===== config.mk =====
export PLATFORM = sky130hd
export DESIGN_NAME = ex_mem_stage
export DESIGN_NICKNAME = d
export VERILOG_FILES = /design/src/rtl/ex_mem_stage.sv
export SDC_FILE = /design/constraint.sdc
export NUM_CORES = 1
export LEC_CHECK = 0
export CELL_PAD_IN_SITES_DETAIL_PLACEMENT = 2
export CELL_PAD_IN_SITES_GLOBAL_PLACEMENT = 2
export CORE_AREA = 3 3 116 118
export CTS_CLUSTER_SIZE = 30
export DETAILED_ROUTE_END_ITERATION = 7
export DIE_AREA = 0 0 119 121
export PLACE_DENSITY_LB_ADDON = 0.08
export SYNTH_ARGS = -nofsm -noshare
export SYNTH_HDL_FRONTEND = slang
export SYNTH_SLANG_ARGS = --single-unit

===== constraint.sdc =====
create_clock -name clk_i -period 4.6 [get_ports clk_i]
set_input_delay 0.69 -clock clk_i [delete_from_list [all_inputs] [get_ports clk_i]]
set_output_delay 0.69 -clock clk_i [all_outputs]
set_load 0.02 [all_outputs]

===== src/rtl/ex_mem_stage.sv =====
// ex_mem_stage: EX->MEM pipeline register built as a two-entry skid buffer.
// Ports: clk_i/rst_i (sync, active-high), flush_i drops all held entries,
//   in_valid_i/in_ready_o/in_data_i/in_ctrl_i upstream handshake and payload,
//   out_valid_o/out_ready_i/out_data_o/out_ctrl_o downstream handshake and payload,
//   stall_cnt_o saturating count of back-pressured cycles.
module ex_mem_stage #(
  parameter int DATA_W = 32,
  parameter int CTRL_W = 5,
  parameter int CNT_W  = 16
) (
  input  logic              clk_i,
  input  logic              rst_i,
  input  logic              flush_i,
  input  logic              in_valid_i,
  output logic              in_ready_o,
  input  logic [DATA_W-1:0] in_data_i,
  input  logic [CTRL_W-1:0] in_ctrl_i,
  output logic              out_valid_o,
  input  logic              out_ready_i,
  output logic [DATA_W-1:0] out_data_o,
  output logic [CTRL_W-1:0] out_ctrl_o,
  output logic [CNT_W-1:0]  stall_cnt_o
);

  typedef struct packed {
    logic              v;
    logic [DATA_W-1:0] data;
    logic [CTRL_W-1:0] ctrl;
  } entry_t;

  localparam logic [CNT_W-1:0] CNT_MAX = '1;

  entry_t main_q;
  entry_t skid_q;
  logic   in_fire;
  logic   out_fire;

  // Ready depends only on the skid flop, so out_ready_i never
  // reaches in_ready_o combinationally.
  assign in_ready_o  = ~skid_q.v;
  assign out_valid_o = main_q.v;
  assign out_data_o  = main_q.data;
  assign out_ctrl_o  = main_q.ctrl;

  assign in_fire  = in_valid_i & ~skid_q.v;
  assign out_fire = main_q.v & out_ready_i;

  always_ff @(posedge clk_i) begin
    if (rst_i) begin
      main_q <= '0;
      skid_q <= '0;
    end else if (flush_i) begin
      // Data is kept; clearing ctrl keeps the bubble harmless.
      main_q.v    <= 1'b0;
      main_q.ctrl <= '0;
      skid_q.v    <= 1'b0;
      skid_q.ctrl <= '0;
    end else if (out_fire) begin
      if (skid_q.v) begin
        main_q      <= skid_q;
        skid_q.v    <= 1'b0;
        skid_q.ctrl <= '0;
      end else if (in_fire) begin
        main_q <= {1'b1, in_data_i, in_ctrl_i};
      end else begin
        main_q.v    <= 1'b0;
        main_q.ctrl <= '0;
      end
    end else if (in_fire) begin
      // Main empty implies skid empty, so the entry goes to main;
      // otherwise main is stuck and the entry parks in skid.
      if (!main_q.v) begin
        main_q <= {1'b1, in_data_i, in_ctrl_i};
      end else begin
        skid_q <= {1'b1, in_data_i, in_ctrl_i};
      end
    end
  end

  always_ff @(posedge clk_i) begin
    if (rst_i) begin
      stall_cnt_o <= '0;
    end else if (main_q.v && !out_ready_i
                 && stall_cnt_o != CNT_MAX) begin
      stall_cnt_o <= stall_cnt_o + 1'b1;
    end
  end

endmodule


After elaboration in Yosys (flattened, before gate mapping). Index checks and enable logic that the tools add are counted. W data, S select, Z words.

Word-level logic and storage cells: 40. Bits of input ports: 42. Bits in registers: 92.

Bitwise logic cells: 5. Add/sub/neg operators: 1. Reduce and logical (&&, ||, !) cells: 13. Mux-type cells: 11. Equal/unequal tests: 3.

Operator list (number): $mux W38 (3); $mux W37 (1); $mux W32 (1); $mux W5 (5); $add A16 B1 Y16 const B (1); $ne A16 B16 Y1 const B (1); $reduce_and A4 Y1 (2); $reduce_bool A2 Y1 (3); $reduce_and A2 Y1 (2); $not A1 Y1 (3); $reduce_and A3 Y1 (1); $reduce_or A3 Y1 (1); $and A1 B1 Y1 (2); $logic_and A1 B1 Y1 (2); $ne A2 B1 Y1 const B (1); $ne A2 B2 Y1 const B (1); $reduce_or A2 Y1 (1); $logic_not A1 Y1 (1); $mux W1 (1).

Longest topological paths before layout. Gate-level depths: netlist (run 1).

Word-level depth: 5. Depth in mapped cells: 7. Mapped depth without buffers: 5.

Worst setup path before layout (run 1). Ideal clock, no wire load.

Kind: in2reg. Start: input port in_valid_i. End: register main_q (netlist bit out_data_o[0]). Stages: 5. Path slack: 2.588 ns. Arrival time: 1.926 ns. Library setup time: 0.086 ns. Cells stage by stage: or3b_1 -> a211oi_4 -> buf_2 -> nor2_1 -> a211oi_1.

Word-level cells in the longest chain between the ends: 3. Elaborated cells on any way between the ends: 4.

RTL lines: start, declared (line 14) `input logic in_valid_i,`; $and A1 B1 Y1 * (line 45) `assign in_fire = in_valid_i & ~skid_q.v;`; $reduce_bool A2 Y1 (no source line); $reduce_and A4 Y1 (no source line) *; end signal, assigned (line 60) `main_q <= skid_q;`; end signal, assigned (line 64) `main_q <= {1'b1, in_data_i, in_ctrl_i};`; end signal, assigned (line 73) `main_q <= {1'b1, in_data_i, in_ctrl_i};`; end, declared (line 33) `entry_t main_q;`.

Every way passes the cells marked *; elsewhere a longest branch is shown, timed or not. A chain may end at the register's enable or synchronous reset.

Worst setup path after layout (run 1).
Start: input port in_valid_i. End: register main_q (netlist bit out_data_o[12]).

The elaborated chain is that of the path after synthesis.

==> impl_metrics.json, run 1 <==
{
  "min_path_type": "flop to flop",
  "cts_setup_buffers": 0,
  "synth-seq-area-share_pct": 47.59,
  "drt-vias-per-instance": 5.028,
  "yosys.area.top_type_share_pct": 47.59,
  "rows": 41,
  "multi_input_comb_area_sq_um": 1883,
  "via_count": 3580,
  "synth.net_count": 498,
  "final_period_minus_worst_setup_slack_ns": 2.868,
  "final_util_pct": 41.78,
  "io_buffers": 96,
  "power_per_cell_area_nw_per_um2": 335.2,
  "max_stage_delay_ns": 0.76,
  "cts.path.max_buffers": 2,
  "grt_util_all_layers_pct": 16.52,
  "chipWidth_um": 119,
  "drt_first_pass_iters": 4,
  "post-route-worst-setup-slack_ns": 1.732,
  "final.setup_skew_ns": 0.007897,
  "synth-seq-cells": 92,
  "postCtsHoldBufs": 0,
  "power.ir.vdd_worst_uv": 177.2,
  "grt_first_pass_wirelength_um": 19140,
  "floorplan.io_pins": 97,
  "antenna_violating_nets_post_route": 0,
  "cp_data_arrival_time_ns": 3.11,
  "final-hold-violation-count": 0,
  "crit_required_ns": 4.84,
  "n_antenna_cell": 0,
  "postSynth.topFlopCell": "sky130_fd_sc_hd__dfxtp_1",
  "mappedNetlistArea_sq_um": 3870,
  "vias_in_the_first_global_route": 3791,
  "yosys.cell_count.top_type": "sky130_fd_sc_hd__dfxtp_1",
  "die_h_um": 121,
  "die-area_sq_um": 14400,
  "netlist_top_cells_count": "sky130_fd_sc_hd__dfxtp_1 (92), sky130_fd_sc_hd__nand2_1 (80), sky130_fd_sc_hd__nor2_1 (54), sky130_fd_sc_hd__a21oi_1 (51)",
  "cap_viol_max_count": 0,
  "yosysTopAreaCell": "sky130_fd_sc_hd__dfxtp_1",
  "post-layout-total-power_uw": 1760,
  "synth.distinct_cells": 37,
  "initial_core_util_pct": 30.79,
  "cts-buffers-inserted": 9,
  "total_number_of_nets_in_the_final_design": 578,
  "antenna_found_initial": 0,
  "route.detailed.drc": 0,
  "place.gp.congestion": 0.7232,
  "placement.setup.worst_slack_ns": 1.360,
  "core-area_sq_um": 12570,
  "crit_chain": "clkdlybuf4s50_1, or3b_1, a211oi_4, buf_4, nor2_1, a211oi_1",
  "unrepaired_setup_endpoints_after_global_routing": "no",
  "areaGrowthSynthToFinish_pct": 35.69,
  "post_synth_main_area_contributors": "sky130_fd_sc_hd__dfxtp_1 (48%), sky130_fd_sc_hd__mux2i_1 (8.5%), sky130_fd_sc_hd__nand2_1 (7.8%)",
  "route.detailed.wl_per_inst_um": 16.12,
  "synth_edf_count": 0,
  "register_clock_pin_slew_on_the_reported_worst_setup_and_hold_paths_ns": 0.06,
  "detail_placement_hpwl_um": 7773,
  "final.setup.tns_ns": 0,
  "synth.yosys.warnings": 0,
  "fmax_achieved_ghz": 0.3487,
  "tritoncts": "done",
  "post_cts_resized": 0,
  "worstSkewPairLatency_ns": 0.34,
  "async_reset_ff_share_pct": 0,
  "h-tree-depth": 3,
  "crit_path_top_delay_cell": "sky130_fd_sc_hd__clkdlybuf4s50_1",
  "setup_failing_eps_final": 0,
  "end_kind": "flop",
  "critical_path_peak_fanout": 64,
  "crit_type": "primary input to flop",
  "final_max_slew_viol_count": 0,
  "worst_setup_path_start_kind": "primary input",
  "drive_above_1_share_pct": 6.111,
  "clkSinkCount": 92,
  "worst_slew_pin_slew_ns": 0.9667,
  "outcome": "complete, no violations",
  "seq_area_sq_um": 1842,
  "timing.max_slew.rel_slack_pct": 35.48,
  "p_leak_uw": 0.001967,
  "maximum_number_of_pins_on_one_net_before_global_route_repair": 65,
  "timing.final.crit_share_pct": 62.35,
  "grt_remaining_overflow": 0,
  "wl_um": 11480,
  "root_buffer": "sky130_fd_sc_hd__clkbuf_16",
  "number_of_instances_in_the_synthesized_netlist": 455,
  "dr.first_iter.drc_count": 117,
  "synth.avg_cell_area_sq_um": 8.505,
  "n_fill_cell": 1413
}
-- report_power, final --
group | switching, uW | internal [uW]
Sequential | 14.2 | 818
Clock | 308 | 436
Combinational | 95.2 | 89.1
-- final cells by class --
| type | instances | area share [%] |
|---|---|---|
| well taps | 172 | 4.098 |
| clock inverters | 4 | 0.9292 |
| inverters | 6 | 0.4289 |
| repair buffers | 101 | 18.92 |
| multi-input cells | 325 | 35.86 |
| flip-flops and latches | 92 | 35.07 |
| clock buffers | 12 | 4.694 |
-- through the flow --
stage	cells	hold WS (ns)	instance area, sq um
3_3_place_gp	696	0.4405	4956
3_5_place_dp	696	0.4535	4956
6_report	712	0.4578	5251
5_1_grt	712	0.4853	5251
4_1_cts	712	0.4629	5251
2_1_floorplan	455	0.4357	3870
-- layer usage --
layer,global-route usage (%),vias to the layer above,part of all wire [%]
li1,-,1746,-
met2,28.40,62,49
met3,3.310,13,3.7
met5,0,-,0
met4,6.300,0,1.6
met1,20.39,1759,46
-- cells by family (layout without fill, tap and decap cells) --
kind of cell	count (synthesis)	in the layout	share of synthesized area [%]
and+or+nand+nor	179	179	20.50
AOI/OAI and AO/OA	105	105	17.14
DFF	92	92	47.59
muxes	39	39	10.28
buffers and inverters	38	123	3.944
adders and majority gates	1	1	0.3233
xor gates and xnor gates	1	1	0.2264
-- cells in the final DEF (no fill, tap or decap), types with 3 or more instances in the layout --
| cell | instances |
|---|---|
| sky130_fd_sc_hd__nor3_1 | 6 |
| sky130_fd_sc_hd__a211oi_1 | 33 |
| sky130_fd_sc_hd__a22o_1 | 4 |
| sky130_fd_sc_hd__nor2_1 | 53 |
| sky130_fd_sc_hd__nand4_1 | 5 |
| sky130_fd_sc_hd__or4_1 | 3 |
| sky130_fd_sc_hd__dfxtp_1 | 92 |
| sky130_fd_sc_hd__clkdlybuf4s50_1 | 95 |
| sky130_fd_sc_hd__nand2_1 | 80 |
| sky130_fd_sc_hd__a21oi_1 | 51 |
| sky130_fd_sc_hd__inv_1 | 6 |
| sky130_fd_sc_hd__clkbuf_16 | 9 |
| sky130_fd_sc_hd__mux2_2 | 6 |
| sky130_fd_sc_hd__mux2i_1 | 33 |
| sky130_fd_sc_hd__nor2b_1 | 5 |
| sky130_fd_sc_hd__nor4_1 | 4 |
| sky130_fd_sc_hd__or2_2 | 3 |
| sky130_fd_sc_hd__nand2b_1 | 4 |
| sky130_fd_sc_hd__o31ai_1 | 4 |
| sky130_fd_sc_hd__nand3_1 | 4 |
| sky130_fd_sc_hd__o21ai_0 | 8 |
| sky130_fd_sc_hd__buf_4 | 5 |
-- sequential cells by signal (all words and copies together), names as in the netlist --
signal,flops
skid_q,38
out_valid_o,1
out_data_o,32
stall_cnt_o,16
out_ctrl_o,5
-- worst paths after layout --
kind	slack (ns)	cells after the start	startpoint	endpoint
hold reg to reg	0.46	2	skid_q[19]	skid_q[19]
setup / recovery	1.73	6	in_valid_i	out_data_o[12]
hold / removal	0.46	2	skid_q[19]	skid_q[19]
setup reg to reg	2.12	4	out_valid_o	out_data_o[12]
-- critical path: cells and delay by family --
kind	cells	cell delay (ns)
AO/OA/AOI/OAI	2	0.50
AND/OR/NAND/NOR	2	0.58
buffers and inverters	2	1.30
(Power assumes the default switching activity.)
==> run 2, diff against run 1 <==
--- a/config.mk
+++ b/config.mk
@@ -7,10 +7,10 @@
 export LEC_CHECK = 0
 export CELL_PAD_IN_SITES_DETAIL_PLACEMENT = 2
 export CELL_PAD_IN_SITES_GLOBAL_PLACEMENT = 2
-export CORE_AREA = 3 3 116 118
+export CORE_AREA = 3 3 127 129
 export CTS_CLUSTER_SIZE = 30
 export DETAILED_ROUTE_END_ITERATION = 7
-export DIE_AREA = 0 0 119 121
+export DIE_AREA = 0 0 130 132
 export PLACE_DENSITY_LB_ADDON = 0.08
 export SYNTH_ARGS = -nofsm -noshare
 export SYNTH_HDL_FRONTEND = slang
==> constraint.sdc (replaced) <==
create_clock -name clk_i -period 2.6 [get_ports clk_i]
set_input_delay 0.39 -clock clk_i [delete_from_list [all_inputs] [get_ports clk_i]]
set_output_delay 0.39 -clock clk_i [all_outputs]
set_load 0.02 [all_outputs]
==> impl_metrics.json, run 2 (synthesis results as in run 1) <==
{
  "h-tree-depth": 3,
  "power.ir.vdd_worst_uv": 268.7,
  "antenna_violating_nets_post_route": 0,
  "fmax_achieved_ghz": 0.4898,
  "drt_first_pass_iters": 4,
  "pwr-share-clk_pct": 42.3,
  "cp_data_arrival_time_ns": 2.28,
  "netSwitchingPower_uw": 778.7,
  "rows": 45,
  "floorplan.io_pins": 97,
  "intPower_uw": 2351,
  "worstSkewPairLatency_ns": 0.35,
  "final_period_minus_worst_setup_slack_ns": 2.042,
  "drive_above_1_share_pct": 6.998,
  "power_per_cell_area_nw_per_um2": 586.7,
  "crit_required_ns": 2.84,
  "worst_slew_pin_slew_ns": 0.7209,
  "crit_chain": "clkdlybuf4s50_1, and4b_1, nand4_1, nor4_1, mux2_2",
  "total_number_of_nets_in_the_final_design": 582,
  "crit_type": "primary input to flop",
  "final-hold-violation-count": 0,
  "route.detailed.wl_per_inst_um": 16.61,
  "final_util_pct": 35.22,
  "antenna_found_initial": 0,
  "min_path_type": "primary input to flop",
  "worst-r2r-cell-count": 5,
  "drt-vias-per-instance": 4.955,
  "end_kind": "flop",
  "place.gp.congestion": 0.7164,
  "cap_viol_max_count": 0,
  "timing.max_slew.rel_slack_pct": 51.94,
  "n_fill_cell": 1682,
  "combinationalPowerShare_pct": 10.6,
  "grt_util_all_layers_pct": 14.56,
  "die-area_sq_um": 17160,
  "n_antenna_cell": 0,
  "grt_use_met2_pct": 24.33,
  "design_area_sq_um": 5334,
  "die_h_um": 132,
  "final_max_slew_viol_count": 0,
  "cts_setup_buffers": 0,
  "areaGrowthSynthToFinish_pct": 37.83,
  "global_routing_met3_resource_utilization_pct": 2.269,
  "multi_input_comb_area_sq_um": 1883,
  "initial_core_util_pct": 25.55,
  "switching_share_pct": 24.89,
  "final_hold_slack_ns": 0.3803,
  "registers.top_by_ff_count": "skid_q",
  "register_clock_pin_slew_on_the_reported_worst_setup_and_hold_paths_ns": 0.07,
  "grt_remaining_overflow": 0,
  "chipWidth_um": 130,
  "dr.first_iter.drc_count": 132,
  "wl_um": 12140,
  "core-area_sq_um": 15150,
  "detail_placement_hpwl_um": 8220,
  "max_stage_delay_ns": 0.57,
  "p_leak_uw": 0.001995,
  "final.setup_skew_ns": 0.006988,
  "grt_first_pass_wirelength_um": 19870,
  "final_common_cell": "sky130_fd_sc_hd__clkdlybuf4s50_1",
  "unrepaired_setup_endpoints_after_global_routing": "no",
  "largest_reg_flops": 38,
  "io_buffers": 96,
  "worst_setup_path_start_kind": "primary input",
  "cts-buffers-inserted": 9,
  "place_area_sq_um": 5044,
  "hold_path_depth": 3,
  "setup_failing_eps_final": 0,
  "cts.path.max_buffers": 2,
  "most-common-layout-cells": "sky130_fd_sc_hd__clkdlybuf4s50_1 (95), sky130_fd_sc_hd__dfxtp_1 (92), sky130_fd_sc_hd__nand2_1 (80)",
  "power.sequential.fraction_pct": 47.1,
  "outcome": "complete, no violations",
  "crit_path_top_delay_cell": "sky130_fd_sc_hd__clkdlybuf4s50_1",
  "maximum_number_of_pins_on_one_net_before_global_route_repair": 65,
  "clkSinkCount": 92,
  "vias_in_the_first_global_route": 3940,
  "critical_path_peak_fanout": 9,
  "route.detailed.drc": 0,
  "postCtsHoldBufs": 0,
  "tritoncts": "done",
  "via_count": 3622,
  "top_usage_layer": "met2",
  "post_cts_resized": 0,
  "global_route.usage.met1_pct": 18.53,
  "timing.final.crit_share_pct": 78.53,
  "seq_area_sq_um": 1842,
  "final.setup.tns_ns": 0,
  "root_buffer": "sky130_fd_sc_hd__clkbuf_16"
}
run 2: cell count changes in the layout (fill, tap and decap cells not counted):
cell	before	now
sky130_fd_sc_hd__clkinvlp_4	0	1
sky130_fd_sc_hd__buf_4	5	6
sky130_fd_sc_hd__inv_6	0	1
sky130_fd_sc_hd__clkbuf_8	1	0
sky130_fd_sc_hd__buf_12	0	3
sky130_fd_sc_hd__clkbuf_1	2	0
run 2: final cells by class:
class | count | area share (%)
sequential | 92 | 34.53
multi-input combinational | 325 | 35.30
tap | 188 | 4.410
clock inverter | 6 | 1.220
inverter | 6 | 0.4222
clock buffer | 9 | 4.222
timing repair buffer | 105 | 19.89
run 2: path summary, 6_finish.rpt:
path | startpoint | end | slack, ns
setup / recovery | out_ready_i | stall_cnt_o[15] | 0.56
hold / removal | rst_i | out_valid_o | 0.38
setup reg to reg | out_valid_o | out_data_o[0] | 0.60
hold reg to reg | skid_q[26] | skid_q[26] | 0.46
run 2: power by group through the flow:
stage               logic (uW)  clock network, uW  registers, uW
global placement           329                  0           1500
floorplan                  119                  0           1540
CTS                        340               1380           1470
global route               366               1440           1480
finish                     333               1320           1470
detailed placement         339                  0           1510
run 2: stage by stage:
step	instances	setup WS [ns]	total power, uW
after global routing	731	0.3652	3282
after detailed placement	716	0.1891	1845
after global placement	716	0.2857	1834
after floorplan	455	0.7514	1657
final	731	0.5582	3129
after CTS	731	0.5174	3197
run 2: routing by layer:
layer	part of all wire, %	routed length (um)	vias up
li1	-	-	1765
met1	47	5679	1771
met2	48	5865	70
met3	2.9	352	16
met4	2.0	246	0
met5	0	0	-
run 2: worst max-delay path: cells and delay by family:
kind / cells / cell delay, ns
buffers and inverters: 1 / 0.57
muxes: 1 / 0.37
and+or+nand+nor: 3 / 0.94
==> run 3, diff against run 2 <==
--- a/config.mk
+++ b/config.mk
@@ -7,10 +7,10 @@
 export LEC_CHECK = 0
 export CELL_PAD_IN_SITES_DETAIL_PLACEMENT = 2
 export CELL_PAD_IN_SITES_GLOBAL_PLACEMENT = 2
-export CORE_AREA = 3 3 127 129
+export CORE_AREA = 3 3 122 124
 export CTS_CLUSTER_SIZE = 30
 export DETAILED_ROUTE_END_ITERATION = 7
-export DIE_AREA = 0 0 130 132
+export DIE_AREA = 0 0 125 127
 export PLACE_DENSITY_LB_ADDON = 0.08
 export SYNTH_ARGS = -nofsm -noshare
 export SYNTH_HDL_FRONTEND = slang
==> constraint.sdc (replaced) <==
create_clock -name clk_i -period 2 [get_ports clk_i]
set_input_delay 0.3 -clock clk_i [delete_from_list [all_inputs] [get_ports clk_i]]
set_output_delay 0.3 -clock clk_i [all_outputs]
set_load 0.02 [all_outputs]
==> impl_metrics.json, run 3 (synthesis results as in run 1) <==
{
  "outcome": "complete, no violations",
  "cap_viol_max_count": 0,
  "cts.path.max_buffers": 2,
  "areaGrowthSynthToFinish_pct": 42.19,
  "floorplan.io_pins": 97,
  "grt_util_all_layers_pct": 15.34,
  "power.ir.vdd_worst_uv": 350.2,
  "detail_placement_hpwl_um": 8384,
  "critPathCapture": "out_data_o[25]",
  "largest_reg_flops": 38,
  "r2r_setup_slack_ns": 0.11,
  "startpoint": "in_valid_i",
  "total_number_of_nets_in_the_final_design": 601,
  "rows": 43,
  "design_area_sq_um": 5503,
  "n_fill_cell": 1529,
  "worstReg2RegStart": "out_valid_o",
  "via_count": 3695,
  "initial_core_util_pct": 27.88,
  "power.sequential.fraction_pct": 46.6,
  "cp_data_arrival_time_ns": 2.19,
  "multi_input_comb_area_sq_um": 1888,
  "critical_path_peak_fanout": 16,
  "min_path_type": "primary input to flop",
  "seq_area_sq_um": 1842,
  "root_buffer": "sky130_fd_sc_hd__clkbuf_16",
  "die-area_sq_um": 15880,
  "worst_slew_pin_slew_ns": 0.5038,
  "register_clock_pin_slew_on_the_reported_worst_setup_and_hold_paths_ns": 0.07,
  "registers.top_by_ff_count": "skid_q",
  "worstSkewPairLatency_ns": 0.34,
  "antenna_found_initial": 0,
  "switching_share_pct": 24.25,
  "fmax_achieved_ghz": 0.5126,
  "grt_remaining_overflow": 0,
  "drt-vias-per-instance": 4.980,
  "netSwitchingPower_uw": 994.1,
  "chipWidth_um": 125,
  "io_buffers": 96,
  "worst_setup_path_start_kind": "primary input",
  "grt_first_pass_wirelength_um": 19800,
  "final_period_minus_worst_setup_slack_ns": 1.951,
  "crit_chain": "clkdlybuf4s50_1, or3b_1, a211oi_4, clkbuf_16, nor2_1, a211oi_1",
  "end_kind": "flop",
  "wl_um": 12590,
  "unrepaired_setup_endpoints_after_global_routing": "no",
  "dp_cells": 725,
  "crit_type": "primary input to flop",
  "die_h_um": 127,
  "h-tree-depth": 3,
  "final-hold-violation-count": 0,
  "setup_failing_eps_final": 0,
  "final_max_slew_viol_count": 0,
  "dr.first_iter.drc_count": 133,
  "combinationalPowerShare_pct": 11.1,
  "n_antenna_cell": 0,
  "route.detailed.drc": 0,
  "worst-r2r-cell-count": 5,
  "postCtsHoldBufs": 0,
  "final.setup.tns_ns": 0,
  "maximum_number_of_pins_on_one_net_before_global_route_repair": 65,
  "post-layout-total-power_uw": 4099,
  "route.detailed.wl_per_inst_um": 16.97,
  "core-area_sq_um": 13880,
  "pwr-share-clk_pct": 42.2,
  "tritoncts": "done",
  "final.setup_skew_ns": 0.003727,
  "hold_path_depth": 3,
  "intPower_uw": 3105,
  "p_leak_uw": 0.002096,
  "crit_path_top_delay_cell": "sky130_fd_sc_hd__clkdlybuf4s50_1",
  "antenna_violating_nets_post_route": 0,
  "place_area_sq_um": 5181,
  "drt_first_pass_iters": 7,
  "timing.final.crit_share_pct": 97.54,
  "cts-buffers-inserted": 9,
  "stdcell_count": 742,
  "vias_in_the_first_global_route": 3918,
  "crit_required_ns": 2.23,
  "placement.setup.worst_slack_ns": -0.2847,
  "final_common_cell": "sky130_fd_sc_hd__clkdlybuf4s50_1",
  "clkSinkCount": 92,
  "drive_above_1_share_pct": 9.786,
  "place.gp.congestion": 0.7256,
  "power_per_cell_area_nw_per_um2": 744.9,
  "crit-reg2reg-capture": "out_data_o[25]",
  "max_stage_delay_ns": 0.47,
  "post-route-worst-setup-slack_ns": 0.04919,
  "most-common-layout-cells": "sky130_fd_sc_hd__clkdlybuf4s50_1 (95), sky130_fd_sc_hd__dfxtp_1 (92), sky130_fd_sc_hd__nand2_1 (80)",
  "timing.max_slew.rel_slack_pct": 66.41
}
==> run 3: cell count changes in the layout (fill, tap and decap cells not counted), sizes merged <==
cell      delta
buf         +18
clkbuf       +4
clkinv       -1
clkinvlp     -1
inv          -1
==> run 3: area by class of cell <==
class                      instances  share of cell area (%)
tap                              180                   4.093
multi-input combinational        325                   34.31
clock inverter                     3                  0.8640
sequential                        92                   33.47
timing repair buffer             124                   22.37
clock buffer                      12                   4.479
inverter                           6                  0.4093
==> run 3: critical path, delay by kind of cell <==
family / cells / cell delay, ns
AND/OR/NAND/NOR: 2 / 0.48
AO/OA/AOI/OAI: 2 / 0.66
buffers and inverters: 2 / 0.74
==> run 3: power by group through the flow <==
stage,sequential [uW],clock (uW),combinational (uW)
finish,1910,1730,456
global placement,1950,0,440
CTS,1910,1800,455
global route,1920,1870,499
floorplan,2000,0,155
detailed placement,1950,0,452
==> run 3: repair_timing <==
item                       4_1_cts  5_1_grt
resized for setup                0        1
setup buffers                    0        0
setup endpoints to repair        0        2
==> run 3: worst min path at each step <==
| stage | start | end | slack, ns |
|---|---|---|---|
| finish | rst_i | skid_q[4] | 0.30 |
| global route | rst_i | skid_q[4] | 0.32 |
| CTS | rst_i | skid_q[4] | 0.29 |
| detailed placement | skid_q[31] | skid_q[31] | 0.45 |
| global placement | skid_q[33] | skid_q[33] | 0.44 |
| floorplan | in_ctrl_i[0] | skid_q[0] | 0.43 |
==> run 3: per-layer routing <==
metal / vias up / track usage, % / wire length (um) / part of all wire [%]
met5: - / 0 / 0 / 0
met4: 0 / 5.676 / 206 / 1.6
met3: 14 / 3.052 / 527 / 4.2
met2: 73 / 26.80 / 6267 / 50
met1: 1819 / 18.78 / 5589 / 44
li1: 1789 / - / - / -
==> run 3: through the flow <==
stage | hold WS, ns | util [%]
3_5_place_dp | 0.4521 | 37.33
5_1_grt | 0.3183 | 39.64
2_1_floorplan | 0.4328 | -
3_3_place_gp | 0.4407 | 37.33
4_1_cts | 0.2888 | 39.44
6_report | 0.2983 | 39.64
